`config.mk`:
```
export PLATFORM = sky130hd
export DESIGN_NAME = fall_rank_recorder
export DESIGN_NICKNAME = d
export VERILOG_FILES = /design/src/rtl/fall_rank_recorder.sv
export SDC_FILE = /design/constraint.sdc
export NUM_CORES = 1
export LEC_CHECK = 0
export BUFFER_PORTS_ARGS = -buffer_cell sky130_fd_sc_hd__buf_4
export CAP_MARGIN = 0
export CORE_UTILIZATION = 50
export CTS_CLUSTER_SIZE = 8
export DETAILED_ROUTE_END_ITERATION = 10
export PLACE_DENSITY_LB_ADDON = 0.08
export SLEW_MARGIN = 20
export SYNTH_ARGS = -nofsm -noshare
export SYNTH_HDL_FRONTEND = slang
export SYNTH_SLANG_ARGS = --single-unit
```
`constraint.sdc`:
```
create_clock -name clk -period 18.9 [get_ports clk]
set_input_delay 0.945 -clock clk [delete_from_list [all_inputs] [get_ports clk]]
set_output_delay 0.945 -clock clk [all_outputs]
set_load 0.01 [all_outputs]
```
`src/rtl/fall_rank_recorder.sv`:
```
// fall_rank_recorder
//   Records the order and time at which up to N_CH channels fall inside an
//   armed window, builds a k-nearest mask from the arrival ranks, then streams
//   one result entry per channel to a downstream consumer.
//
// Ports
//   clk, rst        single rising-edge clock, synchronous active-high reset
//   i_start         arm a new window (only honoured while idle)
//   i_k             k select, effective k = i_k + 1, sampled with i_start
//   i_fall          one-cycle falling-edge pulses, bit i = channel i
//   o_busy          high whenever the recorder is not idle
//   o_knn_mask      bit i set when channel i arrived with rank < k
//   o_timeout       window closed by timer saturation (sticky until next start)
//   o_rank_valid    result entry valid (drain phase only)
//   i_rank_ready    consumer ready for the current entry
//   o_rank_ch       channel index of the current entry
//   o_rank_hit      channel fell inside the window
//   o_rank_idx      arrival rank of the channel (0 when not hit)
//   o_rank_time     timer value at the fall (0 when not hit)
//   o_done          one-cycle pulse after the final entry is accepted
//   o_dbg_state     current FSM state (0 idle, 1 armed, 2 drain)
//
// Result stream handshake: an entry transfers on every rising edge where
// o_rank_valid and i_rank_ready are both high. While valid is high and ready
// is low, every entry field holds steady; valid never drops without a transfer.
module fall_rank_recorder #(
  parameter int N_CH  = 8,
  parameter int CNT_W = 12,
  parameter int K_W   = 3
) (
  input  logic                     clk,
  input  logic                     rst,
  input  logic                     i_start,
  input  logic [K_W-1:0]           i_k,
  input  logic [N_CH-1:0]          i_fall,
  output logic                     o_busy,
  output logic [N_CH-1:0]          o_knn_mask,
  output logic                     o_timeout,
  output logic                     o_rank_valid,
  input  logic                     i_rank_ready,
  output logic [$clog2(N_CH)-1:0]  o_rank_ch,
  output logic                     o_rank_hit,
  output logic [$clog2(N_CH)-1:0]  o_rank_idx,
  output logic [CNT_W-1:0]         o_rank_time,
  output logic                     o_done,
  output logic [1:0]               o_dbg_state
);

  localparam int IDX_W = $clog2(N_CH);
  localparam int PC_W  = $clog2(N_CH + 1);
  localparam int KC_W  = K_W + 1;

  typedef enum logic [1:0] {
    ST_IDLE  = 2'd0,
    ST_ARMED = 2'd1,
    ST_DRAIN = 2'd2
  } state_e;

  state_e             state_q, state_d;
  logic [CNT_W-1:0]   timer_q, timer_d;
  logic [N_CH-1:0]    seen_q, seen_d;
  logic [N_CH-1:0]    mask_q, mask_d;
  logic               timeout_q, timeout_d;
  logic [KC_W-1:0]    k_q, k_d;
  logic [IDX_W-1:0]   ptr_q, ptr_d;
  logic               done_q, done_d;
  logic [IDX_W-1:0]   rank_q [N_CH];
  logic [IDX_W-1:0]   rank_d [N_CH];
  logic [CNT_W-1:0]   time_q [N_CH];
  logic [CNT_W-1:0]   time_d [N_CH];

  logic [N_CH-1:0]    new_fall;
  logic [IDX_W-1:0]   rank_new [N_CH];
  logic [PC_W-1:0]    run_cnt;

  function automatic logic [PC_W-1:0] popcount(input logic [N_CH-1:0] v);
    logic [PC_W-1:0] c;
    c = '0;
    for (int i = 0; i < N_CH; i++) c = c + PC_W'(v[i]);
    return c;
  endfunction

  // Ranks for this cycle's new falls: channels already seen come first, then
  // simultaneous newcomers in ascending channel order.
  always_comb begin
    new_fall = '0;
    if (state_q == ST_ARMED) new_fall = i_fall & ~seen_q;
    run_cnt = popcount(seen_q);
    for (int i = 0; i < N_CH; i++) begin
      rank_new[i] = run_cnt[IDX_W-1:0];
      if (new_fall[i]) run_cnt = run_cnt + PC_W'(1);
    end
  end

  always_comb begin
    state_d   = state_q;
    timer_d   = timer_q;
    seen_d    = seen_q;
    mask_d    = mask_q;
    timeout_d = timeout_q;
    k_d       = k_q;
    ptr_d     = ptr_q;
    done_d    = 1'b0;
    rank_d    = rank_q;
    time_d    = time_q;

    case (state_q)
      ST_IDLE: begin
        if (i_start) begin
          state_d   = ST_ARMED;
          timer_d   = '0;
          seen_d    = '0;
          mask_d    = '0;
          timeout_d = 1'b0;
          k_d       = KC_W'(i_k) + KC_W'(1);
          ptr_d     = '0;
          for (int i = 0; i < N_CH; i++) begin
            rank_d[i] = '0;
            time_d[i] = '0;
          end
        end
      end

      ST_ARMED: begin
        // Timer saturates instead of wrapping; reaching max closes the window.
        if (timer_q != '1) timer_d = timer_q + CNT_W'(1);
        seen_d = seen_q | new_fall;
        for (int i = 0; i < N_CH; i++) begin
          if (new_fall[i]) begin
            rank_d[i] = rank_new[i];
            time_d[i] = timer_q;
            mask_d[i] = (KC_W'(rank_new[i]) < k_q);
          end
        end
        ptr_d = '0;
        if (timer_q == '1) begin
          state_d   = ST_DRAIN;
          timeout_d = 1'b1;
        end else if (&(seen_q | new_fall)) begin
          state_d = ST_DRAIN;
        end
      end

      ST_DRAIN: begin
        if (i_rank_ready) begin
          if (ptr_q == IDX_W'(N_CH - 1)) begin
            state_d = ST_IDLE;
            done_d  = 1'b1;
            ptr_d   = '0;
          end else begin
            ptr_d = ptr_q + IDX_W'(1);
          end
        end
      end

      default: state_d = ST_IDLE;
    endcase
  end

  always_ff @(posedge clk) begin
    if (rst) begin
      state_q   <= ST_IDLE;
      timer_q   <= '0;
      seen_q    <= '0;
      mask_q    <= '0;
      timeout_q <= 1'b0;
      k_q       <= '0;
      ptr_q     <= '0;
      done_q    <= 1'b0;
      for (int i = 0; i < N_CH; i++) begin
        rank_q[i] <= '0;
        time_q[i] <= '0;
      end
    end else begin
      state_q   <= state_d;
      timer_q   <= timer_d;
      seen_q    <= seen_d;
      mask_q    <= mask_d;
      timeout_q <= timeout_d;
      k_q       <= k_d;
      ptr_q     <= ptr_d;
      done_q    <= done_d;
      rank_q    <= rank_d;
      time_q    <= time_d;
    end
  end

  assign o_busy       = (state_q != ST_IDLE);
  assign o_knn_mask   = mask_q;
  assign o_timeout    = timeout_q;
  assign o_rank_valid = (state_q == ST_DRAIN);
  assign o_rank_ch    = o_rank_valid ? ptr_q : '0;
  assign o_rank_hit   = o_rank_valid & seen_q[ptr_q];
  assign o_rank_idx   = o_rank_hit ? rank_q[ptr_q] : '0;
  assign o_rank_time  = o_rank_hit ? time_q[ptr_q] : '0;
  assign o_done       = done_q;
  assign o_dbg_state  = state_q;

endmodule

```
==> flow_summary.ini <==
[cts]
postCtsSetupBuffers = 0
cts_buffers = 17
holdBufCountCts = 0
clkTransAtPathRegs_ns = 0.06
max-clock-path-buffers = 2
root_buffer = clkbuf_16
cts.sinks = 159
tritoncts = built
clock_latency_ns = 0.43
ctsResizeCount = 0
cts_max_level = 4

[logic_synthesis]
synth_compound_area_frac = 0.143
yosysTopAreaCellShare = 0.397
synth_nets = 996
synth_ff_type = dfxtp_1
ys_ff_latch = 159
yosys.area_share.simple = 0.197
ys_seq_area_frac = 0.397
yosys.area_share.xor_xnor = 0.0469
synth_top_family_by_area = simple AND/OR/NAND/NOR gates
synth_edf_count = 0
ys_types = 55
synth_mux_area_frac = 0.117
yosys.area_share.adder = 0.0561
syn-cell-area_um2 = 8020
synth_area_leaders = dfxtp_1 (40%), nor2_1 (12%), mux4_2 (9.0%)
ys_warn_count = 0
ys_async_sr_fraction = 0
postSynthCellCount = 949
synth_top_cell_by_area = dfxtp_1
syn_avg_cell_area_um2 = 8.45

[place]
place.gp.congestion = 0.930
placed_area_um2 = 8520
io_buffer_count = 47
dp_hpwl_mm = 13.2

[route]
met1_length_mm = 9.86
wl_per_cell_um = 17.2
finalWirelength_mm = 20.6
topRoutingLayerUsed = met4
wl_met2_mm = 9.18
drc_errors = 0
antenna_left = 0
via_count = 6605
viasPerCell = 5.54
routed-wl-met3_mm = 1.11
first_iter_violations = 477
dr.pass1.iters = 5

[floorplan]
fp.dieH_um = 129
io_pins = 48
die_w_um = 129
initial_core_util = 0.520
coreArea_um2 = 15400
std_cell_rows = 45
die_area_um2 = 16600

[final_layout]
fin_area_um2 = 9170
seqCellArea_um2 = 3190
fillers = 1406
area_delta_synth_final_pct = 14.3
diodes = 0
final_cell_mix = nor2_1 (259), dfxtp_1 (157), a21oi_1 (138), buf_4 (60), nand2_1 (55)
layout_commonest_cell = nor2_1
finish.utilization = 0.594
multi_input_area_um2 = 4520
drive_gt1_frac = 0.157
layout.nets = 1015

[setup_path]
crit_fanout = 6
r2r_cells = 37
cp_slowest_cell = fa_1
cp_slowest_stage_delay_ns = 0.57
worstSetupPathType = flip-flop to flip-flop
crit_top_cell = inv_1
endpoint_kind = flip-flop
cp-start-kind = flip-flop
crit_required_ns = 19.26
worstPathArrival_ns = 7.93

[power_and_ir_drop]
peakVddDrop_v = 0.0000693
pwr_density_cell_nw_per_um2 = 111
leakagePower_nw = 3.42

[global_routing]
grt_pass1_vias = 6067
antenna_found_initial = 0
grt.total_usage = 0.264
grt_pass1_wl_mm = 32.8
grt_overflow = 0
grt_max_degree = 98

[status]
outcome = finished, final reports clean

[sta]
max_freq_mhz = 132
setup_viol = 0
timing.final.crit_share = 0.401
final-hold-violation-count = 0
finalClockSkew_ns = 0.00913
slew_headroom = 0.289
fin_tns_setup_ns = 0
maxSlewViolCount = 0
rsz0062_at_grt = false
worst_pin_slew_ns = 1.07
period_needed_ns = 7.57

[min_path]
hold_depth = 2
min_path_type = flip-flop to flip-flop

[job]
max_cap_violations = 0
[cell type report]
type                            count  share of cell area
Clock buffer                       18              0.0479
Clock inverter                     14              0.0225
Inverter                           29              0.0119
Multi-Input combinational cell    701               0.492
Sequential cell                   159               0.347
Tap cell                          211              0.0288
Timing Repair Buffer               60              0.0491
[power by group]
group / total, mW / switching (mW) / leakage (nW) / internal [mW]
clock network: 0.375 / 0.148 / 0.306 / 0.227
logic: 0.288 / 0.179 / 1.83 / 0.109
registers: 0.351 / 0.00756 / 1.28 / 0.344
[worst max-delay path, delay by kind of cell, from the launching register on]
family / cells / cell delay (ns)
simple gates: 4 / 0.52
buf+inv: 7 / 0.57
compound gates: 11 / 1.64
xor+xnor: 5 / 0.77
flops: 1 / 0.37
fa+ha+maj: 10 / 3.62
[sequential cells by signal (all words and copies together), names as in the netlist]
name / count
time_q: 96
rank_q: 24
timer_q: 12
o_knn_mask: 8
seen_q: 8
k_q: 4
ptr_q: 3
o_dbg_state: 2
o_done: 1
o_timeout: 1
[logic make-up after synthesis]
group / Yosys count
multiplexers: 53
buffers and inverters: 89
flip-flops: 159
AND/OR/NAND/NOR: 378
adder cells (fa/ha/maj): 34
AO/OA/AOI/OAI: 202
XOR/XNOR: 34
[stage by stage]
step	hold WS [ns]	power, mW	setup WS, ns	std cells
final	0.449	1.01	11.33	1192
after global routing	0.481	1.07	10.76	1192
after CTS	0.454	1.02	11.38	1192
after detailed placement	0.447	0.642	11.39	1160
after global placement	0.441	0.641	11.57	1160
after floorplan	0.433	0.570	11.97	949
[routing by layer]
layer | global-route usage | up-vias
li1 | - | 3284
met1 | 0.368 | 3136
met2 | 0.407 | 151
met3 | 0.0541 | 34
met4 | 0.0893 | 0
met5 | 0 | -
[Yosys cell counts, drive strengths merged, types with 4 or more instances]
cell    count
xnor2      24
mux2        4
fa          4
a22oi      17
mux2i      17
clkbuf     49
mux4       32
o21ai      16
nand4       4
buf        11
a21oi     140
and3        4
nor2      269
and2        5
nor4        6
ha         28
nand2      55
dfxtp     159
inv        29
xor2        8
nand2b      9
a211oi      7
nor2b       6
nand3       6
[path summary, 6_finish.rpt]
check	start	endpoint	slack, ns
setup / recovery	seen_q[0]	o_knn_mask[7]	11.33
hold / removal	o_knn_mask[4]	o_knn_mask[4]	0.45
setup reg to reg	seen_q[0]	o_knn_mask[7]	11.33
hold reg to reg	o_knn_mask[4]	o_knn_mask[4]	0.45
(Power assumes the default switching activity.)
